[config.mk]
export PLATFORM = sky130hd
export DESIGN_NAME = hazard_scoreboard_flat
export DESIGN_NICKNAME = d
export VERILOG_FILES = /design/src/rtl/hazard_scoreboard_if.sv /design/src/rtl/hazard_scoreboard.sv /design/src/flat_wrapper.sv
export SDC_FILE = /design/constraint.sdc
export NUM_CORES = 1
export LEC_CHECK = 0
export ABC_CLOCK_PERIOD_IN_PS = 9800
export CAP_MARGIN = 15
export CORE_MARGIN = 2
export CORE_UTILIZATION = 35
export CTS_CLUSTER_SIZE = 10
export DETAILED_ROUTE_END_ITERATION = 8
export PLACE_DENSITY = 0.59
export SYNTH_ARGS = -nofsm -noshare
export SYNTH_HDL_FRONTEND = slang
export SYNTH_SLANG_ARGS = --single-unit
[constraint.sdc]
create_clock -name clk -period 9.8 [get_ports clk]
set_clock_uncertainty 0.1 [all_clocks]
set_input_delay 2.45 -clock clk [delete_from_list [all_inputs] [get_ports clk]]
set_output_delay 2.45 -clock clk [all_outputs]
set_load 0.01 [all_outputs]
[src/rtl/hazard_scoreboard_if.sv]
// ID/WB-side signal bundle for the hazard scoreboard.
// The master drives decode and writeback info; the slave (scoreboard) returns stall and status.
interface hazard_scoreboard_if #(
    parameter int unsigned NUM_REGS = 16,
    parameter int unsigned REG_W    = 4
);
    logic                issue_valid;
    logic                issue_wb_en;
    logic [REG_W-1:0]    issue_dest;
    logic                issue_is_load;
    logic [REG_W-1:0]    src1;
    logic [REG_W-1:0]    src2;
    logic                two_src;
    logic                flush;
    logic                forward_en;
    logic                wb_valid;
    logic [REG_W-1:0]    wb_dest;
    logic                hazard;
    logic [NUM_REGS-1:0] pending_mask;
    logic                err;

    modport master (
        output issue_valid, issue_wb_en, issue_dest, issue_is_load,
        output src1, src2, two_src, flush, forward_en, wb_valid, wb_dest,
        input  hazard, pending_mask, err
    );

    modport slave (
        input  issue_valid, issue_wb_en, issue_dest, issue_is_load,
        input  src1, src2, two_src, flush, forward_en, wb_valid, wb_dest,
        output hazard, pending_mask, err
    );
endinterface

[src/rtl/hazard_scoreboard.sv]
// Tracks in-flight register writes between ID issue and WB retirement and
// raises a combinational ID stall when a source operand is not yet usable.
module hazard_scoreboard #(
    parameter int unsigned NUM_REGS = 16,
    parameter int unsigned REG_W    = 4,
    parameter int unsigned CNT_W    = 2
) (
    input  logic               clk,
    input  logic               rst,
    hazard_scoreboard_if.slave bus
);
    localparam logic [CNT_W-1:0] CNT_MAX = {CNT_W{1'b1}};

    logic [CNT_W-1:0]    r_cnt [NUM_REGS];
    logic                r_exe_load_valid;
    logic [REG_W-1:0]    r_exe_load_dest;
    logic                r_err;

    logic [CNT_W-1:0]    w_cnt_nxt [NUM_REGS];
    logic [NUM_REGS-1:0] w_inc_hit;
    logic [NUM_REGS-1:0] w_dec_hit;
    logic [NUM_REGS-1:0] w_pending;
    logic                w_err_set;
    logic                w_haz_nofwd;
    logic                w_haz_fwd;
    logic                w_hazard;
    logic                w_accept;
    logic                w_inc;

    // Without forwarding any pending write blocks; with it only a load still in EXE does.
    assign w_haz_nofwd = (r_cnt[bus.src1] != '0) |
                         (bus.two_src & (r_cnt[bus.src2] != '0));
    assign w_haz_fwd   = r_exe_load_valid &
                         ((bus.src1 == r_exe_load_dest) |
                          (bus.two_src & (bus.src2 == r_exe_load_dest)));
    assign w_hazard    = bus.issue_valid & (bus.forward_en ? w_haz_fwd : w_haz_nofwd);
    assign w_accept    = bus.issue_valid & ~w_hazard & ~bus.flush;
    assign w_inc       = w_accept & bus.issue_wb_en;

    for (genvar g = 0; g < NUM_REGS; g++) begin : g_reg
        assign w_inc_hit[g] = w_inc & (bus.issue_dest == REG_W'(g));
        assign w_dec_hit[g] = bus.wb_valid & (bus.wb_dest == REG_W'(g));
        assign w_pending[g] = (r_cnt[g] != '0);
    end

    // Saturating per-register counters; a matched inc/dec pair cancels out.
    always_comb begin
        w_err_set = 1'b0;
        for (int unsigned i = 0; i < NUM_REGS; i++) begin
            w_cnt_nxt[i] = r_cnt[i];
            if (w_inc_hit[i] && !w_dec_hit[i]) begin
                if (r_cnt[i] == CNT_MAX) w_err_set = 1'b1;
                else                     w_cnt_nxt[i] = r_cnt[i] + CNT_W'(1);
            end else if (w_dec_hit[i] && !w_inc_hit[i]) begin
                if (r_cnt[i] == '0) w_err_set = 1'b1;
                else                w_cnt_nxt[i] = r_cnt[i] - CNT_W'(1);
            end
        end
    end

    always_ff @(posedge clk or posedge rst) begin
        if (rst) begin
            for (int unsigned i = 0; i < NUM_REGS; i++) r_cnt[i] <= '0;
            r_exe_load_valid <= 1'b0;
            r_exe_load_dest  <= '0;
            r_err            <= 1'b0;
        end else begin
            for (int unsigned i = 0; i < NUM_REGS; i++) r_cnt[i] <= w_cnt_nxt[i];
            // Any bubble or flush drops the tag, so a load-use stall lasts one cycle.
            r_exe_load_valid <= w_inc & bus.issue_is_load;
            if (w_inc & bus.issue_is_load) r_exe_load_dest <= bus.issue_dest;
            if (w_err_set) r_err <= 1'b1;
        end
    end

    assign bus.hazard       = w_hazard;
    assign bus.pending_mask = w_pending;
    assign bus.err          = r_err;
endmodule

[src/flat_wrapper.sv]
// flat-port wrapper written by rule: the top's interface ports become plain ports
module hazard_scoreboard_flat 
#(
    parameter int unsigned NUM_REGS = 16,
    parameter int unsigned REG_W    = 4,
    parameter int unsigned CNT_W    = 2
)
  (clk, rst, bus_issue_valid, bus_issue_wb_en, bus_issue_dest, bus_issue_is_load, bus_src1, bus_src2, bus_two_src, bus_flush, bus_forward_en, bus_wb_valid, bus_wb_dest, bus_hazard, bus_pending_mask, bus_err);
  hazard_scoreboard_if #(.NUM_REGS(NUM_REGS), .REG_W(REG_W)) bus_i ();
  input  logic clk;
  input  logic rst;
  input wire logic [$bits(bus_i.issue_valid)-1:0] bus_issue_valid;
  input wire logic [$bits(bus_i.issue_wb_en)-1:0] bus_issue_wb_en;
  input wire logic [$bits(bus_i.issue_dest)-1:0] bus_issue_dest;
  input wire logic [$bits(bus_i.issue_is_load)-1:0] bus_issue_is_load;
  input wire logic [$bits(bus_i.src1)-1:0] bus_src1;
  input wire logic [$bits(bus_i.src2)-1:0] bus_src2;
  input wire logic [$bits(bus_i.two_src)-1:0] bus_two_src;
  input wire logic [$bits(bus_i.flush)-1:0] bus_flush;
  input wire logic [$bits(bus_i.forward_en)-1:0] bus_forward_en;
  input wire logic [$bits(bus_i.wb_valid)-1:0] bus_wb_valid;
  input wire logic [$bits(bus_i.wb_dest)-1:0] bus_wb_dest;
  output wire logic [$bits(bus_i.hazard)-1:0] bus_hazard;
  output wire logic [$bits(bus_i.pending_mask)-1:0] bus_pending_mask;
  output wire logic [$bits(bus_i.err)-1:0] bus_err;
  assign bus_i.issue_valid = bus_issue_valid;
  assign bus_i.issue_wb_en = bus_issue_wb_en;
  assign bus_i.issue_dest = bus_issue_dest;
  assign bus_i.issue_is_load = bus_issue_is_load;
  assign bus_i.src1 = bus_src1;
  assign bus_i.src2 = bus_src2;
  assign bus_i.two_src = bus_two_src;
  assign bus_i.flush = bus_flush;
  assign bus_i.forward_en = bus_forward_en;
  assign bus_i.wb_valid = bus_wb_valid;
  assign bus_i.wb_dest = bus_wb_dest;
  assign bus_hazard = bus_i.hazard;
  assign bus_pending_mask = bus_i.pending_mask;
  assign bus_err = bus_i.err;
  hazard_scoreboard #(.NUM_REGS(NUM_REGS), .REG_W(REG_W), .CNT_W(CNT_W)) u_core (.clk(clk), .rst(rst), .bus(bus_i));
endmodule
# Word level (Yosys, flattened, before mapping)
# Cells that the tools add are included.
# word_totals
register_bits,38
input_bits,25
output_inout_bits,18
elab_cells,446
# classes
add_sub_neg,32
magnitude_cmp,2
n_eq_ne,80
muxes,135
n_bitwise,46
n_reduce_logical,132
# ops
op,n
two-way mux 2 bit,68
nonzero test 2 bit,34
two-way mux 1 bit,65
== test 4 bit (second input constant),16
AND reduction 3 bit,16
AND 1 bit,40
adder 2 x 1 -> 2 bit (second input constant),16
== test 2 bit (second input constant),16
== test 4 x 3 -> 1 bit (second input constant),8
logical AND 1 bit,32
logical NOT 1 bit,32
logical NOT 2 bit,16
inequality test 2 x 1 -> 1 bit (second input constant),16
inequality test 2 bit (second input constant),16
subtractor 2 x 1 -> 2 bit (second input constant),16
binary-select mux 2 bit (select 4 bit),2
== test 4 x 2 -> 1 bit (second input constant),4
greater-or-equal comparator 5 bit (second input constant),2
NOT 4 -> 5 bit,2
== test 4 x 1 -> 1 bit (second input constant),2
== test 4 bit,2
logical NOT 4 bit,2
NOT 1 bit,2
OR 1 bit,2

# Depth between registers and ports, before layout
# Gate-level depths: netlist of run 1.
# depth
ltp_word,63
ltp_mapped,11
depth_no_buf,10

# Least setup slack after synthesis of run 1
# No wires, ideal clock.
# synth_timing
kind,in2out
startpoint,input port bus_src1[0]
endpoint,output port bus_hazard
arrival_time_ns,4.175
setup_slack_ns,3.075
stages,7
n_path_buf,2
cell_sequence,buf_2 mux4_2 or3_1 o31a_1 a31oi_4 buf_2 and2_1
# synth_between
elab_chain_len,8
elab_cells_between_ends,11
# synth_lines
item,line,text
start: declaration,flat_wrapper.sv:16,input wire logic [$bits(bus_i.src1)-1:0] bus_src1;
NOT 4 -> 5 bit (not written as such),hazard_scoreboard.sv:31,assign w_haz_nofwd = (r_cnt[bus.src1] != '0) |
binary-select mux 2 bit (select 4 bit),hazard_scoreboard.sv:31,
two-way mux 2 bit (not written as such) (2 in series),hazard_scoreboard.sv:31,
nonzero test 2 bit,hazard_scoreboard.sv:31,
OR 1 bit,hazard_scoreboard.sv:31,
two-way mux 1 bit *,hazard_scoreboard.sv:36,assign w_hazard = bus.issue_valid & (bus.forward_en ? w_haz_fwd : w_haz_nofwd);
AND 1 bit *,hazard_scoreboard.sv:36,
end: declaration,flat_wrapper.sv:23,output wire logic [$bits(bus_i.hazard)-1:0] bus_hazard;
# Mark *: on every way between the ends. The rest lies on a longest branch, timed or not. The select of a mux whose other input is x is not followed.

# Worst setup path in the final report of run 1
# Ends and elaborated chain as after synthesis.

==> results of run 1 <==
routing by layer:
metal,part of all wire,up-vias
met3,0.039,16
met2,0.46,66
li1,-,1502
met5,0,-
met4,0.021,0
met1,0.48,1440
through the flow:
| stage | std cells | worst slack [ns] | hold slack, ns | cell area (sq um) |
|---|---|---|---|---|
| 2_1_floorplan | 387 | 3.08 | 0.371 | 3070 |
| 3_3_place_gp | 521 | 1.97 | 0.400 | 3570 |
| 3_5_place_dp | 521 | 1.91 | 0.409 | 3570 |
| 4_1_cts | 529 | 1.90 | 0.425 | 3680 |
| 5_1_grt | 529 | 1.78 | 0.459 | 3680 |
| 6_report | 529 | 1.89 | 0.427 | 3680 |
synthesized netlist by cell type, drive strengths merged (4+ instances only):
cell type  instances  area [sq um]
xor2               6          52.6
a21oi             27           135
nand2             35           131
clkbuf            13          48.8
mux2               4          45.0
o211ai             5          37.5
mux4               6           135
a21o               5          37.5
a31oi              7          58.8
and2               6          37.5
buf                5          27.5
o21ai             21           105
a211oi             7          52.6
nand2b             5          31.3
nand4             15          93.8
nor2b              7          43.8
nand3             17          85.1
dfrtp             38           951
and3               4          30.0
nor2              40           155
o21a               6          45.0
inv               32           120
a311oi             4          41.3
nor3              14          70.1
layout by cell type, fill, tap and decap left out, types with 5 or more instances in the layout:
cell type        synthesis  final
clkdlybuf4s50_1          0     42
nor2_1                  38     38
dfrtp_1                 38     38
nand2_1                 35     35
inv_1                   31     31
a21oi_1                 27     27
nand3_1                 17     17
o21ai_0                 17     17
nand4_1                 15     15
nor3_1                  14     14
nor2b_1                  7      7
a211oi_1                 7      7
mux4_2                   6      6
a31oi_1                  6      6
xor2_1                   6      6
o21a_1                   6      6
a21o_1                   5      5
nand2b_1                 5      5
o211ai_1                 5      5
clkbuf_8                 0      5
power breakdown:
part           internal (mW)  switching, mW
registers              0.180         0.0327
logic                 0.0797         0.0878
clock network         0.0751         0.0634
worst paths after layout:
check / from / to / slack, ns / depth (start not counted)
setup / recovery: bus_src1[0] / bus_hazard / 1.89 / 7
hold / removal: u_core.r_cnt[10] / u_core.r_cnt[10] / 0.43 / 1
setup reg to reg: u_core.r_cnt[14] / u_core.bus.err / 6.02 / 10
hold reg to reg: u_core.r_cnt[10] / u_core.r_cnt[10] / 0.43 / 1
max in group asynchronous: rst / u_core.r_cnt[26] / 6.76 / 3
min in group asynchronous: rst / u_core.r_cnt[7] / 2.47 / 3
layout make-up:
type | count | area [sq um]
Timing Repair Buffer | 44 | 435
Clock buffer | 5 | 68.8
Clock inverter | 3 | 40.0
Fill cell | 899 | 4960
Multi-Input combinational cell | 299 | 1930
Sequential cell | 38 | 951
Tap cell | 108 | 135
Inverter | 32 | 120
flip-flops by register name (all words and copies together) (netlist names):
register                 flops
u_core.bus.err               1
u_core.r_exe_load_valid      1
u_core.r_cnt                32
u_core.r_exe_load_dest       4
cell families after synthesis:
| group | count (synthesis) | synth area share |
|---|---|---|
| mux | 12 | 0.0651 |
| simple gates | 162 | 0.268 |
| xor+xnor | 9 | 0.0257 |
| flops | 38 | 0.309 |
| buf+inv | 50 | 0.0639 |
| compound gates | 116 | 0.268 |
==> metrics.md, run 1 <==
| Metric | Value |
|---|---|
| Status | `finished clean` |
| Worst-Margin Slew | `0.944 ns` |
| Die H | `97.7 um` |
| Synth Flop Type | `dfrtp_1` |
| Crit-path most repeated cell | `clkdlybuf4s50_1` |
| RSZ-0062 raised after global routing | `false` |
| Gr ovfl total | `0` |
| Clock Tree Root | `clkbuf_8` |
| CORE AREA | `8640 sq um` |
| Post-CTS sizing | `0` |
| Hpwl dp | `7020 um` |
| Residual DRC | `0` |
| Overall power | `0.519 mW` |
| CTS tree | `yes` |
| Io pins | `43` |
| Setup crit end kind | `primary output` |
| PD cells | `141 nW/um^2` |
| Final Max Tran Viols | `0` |
| Number of H-tree levels | `2` |
| Initial core utilization | `0.356` |
| Post-synth EDFFs | `0` |
| First drt pass iteration count | `4` |
| Pleak | `1.47 nW` |
| Routed len/inst | `16.9 um` |
| CP arrival | `5.36 ns` |
| Die Span X | `97.7 um` |
| Met1 global-route usage | `0.269` |
| Setup violators final | `0` |
| Final WL | `8940 um` |
| Clock transition at path regs | `0.08 ns` |
| # Post-CTS Setup Buffers | `0` |
| Vias in the first global route | `2874` |
| GRT Util Overall | `0.190` |
| CP Cell Sequence | `clkdlybuf4s50_1 -> mux4_2 -> or3_1 -> o31a_1 -> a31oi_4 -> and2_1 -> clkdlybuf4s50_1` |
| Share of the clock period used by the worst path | `0.807` |
| Layout cells sized above 1 | `0.0903` |
| M3 GR Usage | `0.0295` |
| CP max FO | `17` |
| Clock Sinks | `38` |
| Max Freq | `126 MHz` |
| Num CTS Buffers | `5` |
| # rows | `34` |
| Starting DRT DRC Count | `212` |
| WP data required | `7.25 ns` |
| Setup crit start kind | `input port` |
| Clock tree buffer depth | `2` |
| Type of the tightest min-delay check | `reg -> reg` |
| Antenna Nets Post-Route | `0` |
| Mapped cell area | `3070 sq um` |
| WP buf/inv | `2` |
| Setup TNS | `0 ns` |
| Routability cong. | `0.957` |
| Yosys cell types | `64` |
| DR vias/cell | `5.72` |
| Met2 usage | `0.306` |
| Min Tclk post-route | `7.91 ns` |
| Delay of the slowest critical-path stage | `0.69 ns` |
| Post-synthesis sequential area ratio | `0.309` |
| Fin util | `0.426` |
| ANT cells | `0` |
| Slowest-stage cell, CP | `clkdlybuf4s50_1` |
| Cells after synthesis | `387` |
| Syn nets | `412` |
| Initial antenna violation count | `0` |
| Post-synthesis register bit count | `38` |
| Global-route wire length before repair | `14800 um` |
| Crit path max-delay family | `buffers and inverters` |
| Area Overhead vs Synth | `19.6%` |
| Final Hold Fails | `0` |
| Port bufs | `42` |
| Die area | `9550 sq um` |
| DR vias | `3024` |
| Worst-Skew Late Latency | `0.30 ns` |
| Synth async-reset ratio | `1.00` |
| Largest net degree at the start of global routing | `39` |
| Syn. warnings | `0` |
| Maximum vdd ir drop | `0.0626 mV` |
| CTS Hold Buffers Added | `0` |
| Busiest grt layer | `met2` |
| Crit Path Class | `in -> out` |
| Max cap viols | `0` |
| Headroom to the max-slew limit | `0.369` |
| Mean post-synth cell area | `7.94 sq um` |
| Nets | `445` |
Power figures use the tool's default switching activity.
==> inputs of run 2 (changes only) <==
ABC_CLOCK_PERIOD_IN_PS = 7600   (was 9800)
clock period = 7.6 ns   (was 9.8 ns; I/O delays follow)
==> run 2 against run 1 <==
Net effect: register-to-register slack lost 2.3 ns; setup slack lost 0.81 ns; sequential power grew 29%; die area is the same; power grew 37%; non-clock buffer count grew 1; clock power grew 60%; critical path depth is the same; combinational power grew 30%; via count grew 1.4%.
==> metrics.md, run 2 (synthesis gave the netlist of run 1 again) <==
| Metric | Value |
|---|---|
| DR vias | `3065` |
| # rows | `34` |
| R2R setup slack | `3.72 ns` |
| Nets | `446` |
| Biggest regs | `u_core.r_cnt: 32 flops, u_core.r_exe_load_dest: 4 flops` |
| Overall power | `0.713 mW` |
| Worst Hold End | `u_core.r_cnt[10]` |
| Global-route wire length before repair | `14600 um` |
| Gr ovfl total | `0` |
| Clock Sinks | `38` |
| Max Freq | `153 MHz` |
| Io pins | `43` |
| Port bufs | `42` |
| Largest net degree at the start of global routing | `39` |
| Final Max Tran Viols | `0` |
| Num CTS Buffers | `5` |
| Clk pwr share | `0.309` |
| RSZ-0062 raised after global routing | `false` |
| Routability cong. | `0.963` |
| CP max FO | `8` |
| Sw Share | `0.333` |
| Reg2Reg Depth | `10` |
| Die Span X | `97.7 um` |
| PD cells | `192 nW/um^2` |
| FF/Latch Area | `951 sq um` |
| Starting DRT DRC Count | `233` |
| Headroom to the max-slew limit | `0.364` |
| Share of the clock period used by the worst path | `0.858` |
| Pleak | `1.48 nW` |
| Crit Path Class | `in -> out` |
| NetSw | `0.237 mW` |
| Vias in the first global route | `2859` |
| Leading cell type in the layout, fill and taps excluded | `clkdlybuf4s50_1` |
| Status | `finished clean` |
| Worst-Skew Late Latency | `0.30 ns` |
| Multi-input logic area | `1930 sq um` |
| ANT cells | `0` |
| Worst hold start | `u_core.r_cnt[10]` |
| Hpwl dp | `7010 um` |
| Post-CTS sizing | `0` |
| Sequential share of power | `0.384` |
| GRT Util Overall | `0.190` |
| Fin util | `0.430` |
| Number of H-tree levels | `2` |
| DR vias/cell | `5.78` |
| Antenna Nets Post-Route | `0` |
| Area Overhead vs Synth | `21.0%` |
| Min Tclk post-route | `6.52 ns` |
| Setup crit end kind | `primary output` |
| Clock Tree Root | `clkbuf_8` |
| Initial core utilization | `0.356` |
| Setup TNS | `0 ns` |
| Worst-Margin Slew | `0.952 ns` |
| CTS tree | `yes` |
| Worst hold path depth | `1` |
| # fillers | `862` |
| CTS Hold Buffers Added | `0` |
| Reg2reg end | `u_core.bus.err` |
| Max cap viols | `0` |
| Final Hold Fails | `0` |
| Routed len/inst | `17.0 um` |
| Max reg flops | `32` |
| Commonest non-fill, non-tap cells in the layout | `42 x clkdlybuf4s50_1, 38 x nor2_1, 38 x dfrtp_1, 35 x nand2_1, 31 x inv_1` |
| First drt pass iteration count | `5` |
| Maximum vdd ir drop | `0.0708 mV` |
| WP data required | `5.60 ns` |
| Cell Int Power | `0.476 mW` |
| CP arrival | `4.52 ns` |
| Type of the tightest min-delay check | `reg -> reg` |
| Die area | `9550 sq um` |
| # Post-CTS Setup Buffers | `0` |
| Layout cells sized above 1 | `0.0924` |
| Worst hold slack | `0.419 ns` |
| Setup violators final | `0` |
| Initial antenna violation count | `0` |
| Clock transition at path regs | `0.07 ns` |
| Setup crit start kind | `input port` |
| CORE AREA | `8640 sq um` |
| Logic pwr share | `0.306` |
| Register with the most flip-flops | `u_core.r_cnt` |
| Reg2reg start | `u_core.r_cnt[15]` |
| Die H | `97.7 um` |
| Residual DRC | `0` |
| Final WL | `9030 um` |
| Clock tree buffer depth | `2` |
## run 2: critical path: stages
cell	delay, ns
clkdlybuf4s50_1	0.68
mux4_2	0.55
or3_1	0.32
o31a_1	0.13
a31oi_4	0.25
and2_1	0.16
clkdlybuf4s50_1	0.53
## run 2: through the flow
| step | instances | setup slack, ns | instance area [sq um] |
|---|---|---|---|
| 2_1_floorplan | 387 | 1.98 | 3070 |
| 3_3_place_gp | 522 | 1.11 | 3570 |
| 3_5_place_dp | 522 | 1.08 | 3570 |
| 4_1_cts | 530 | 1.07 | 3720 |
| 5_1_grt | 530 | 0.945 | 3720 |
| 6_report | 530 | 1.08 | 3720 |
## run 2: worst max-delay path by stage
stage / start / to / depth (start not counted) / slack [ns]
finish: bus_src1[0] / bus_hazard / 7 / 1.08
global route: bus_src1[0] / bus_hazard / 7 / 0.95
CTS: bus_src1[0] / bus_hazard / 7 / 1.07
detailed placement: bus_src1[0] / bus_hazard / 7 / 1.08
global placement: bus_src1[0] / bus_hazard / 7 / 1.11
floorplan: bus_src1[0] / bus_hazard / 7 / 1.98
## run 2: area by class of cell
cell class,instances,share of cell area
timing repair buffer,45,0.119
sequential,38,0.256
clock inverter,2,0.0162
clock buffer,6,0.0222
tap,108,0.0364
multi-input combinational,299,0.518
inverter,32,0.0323
## run 2: layer usage
metal / share of wire / vias up / global-route usage
li1: - / 1499 / -
met1: 0.46 / 1457 / 0.264
met2: 0.46 / 94 / 0.308
met3: 0.059 / 15 / 0.0331
met4: 0.019 / 0 / 0.0524
met5: 0 / - / 0
## run 2: power groups by stage
stage	combinational [mW]	clock, mW	sequential (mW)
floorplan	0.137	0	0.264
global placement	0.215	0	0.275
detailed placement	0.218	0	0.277
CTS	0.219	0.225	0.273
global route	0.241	0.233	0.281
finish	0.218	0.221	0.274
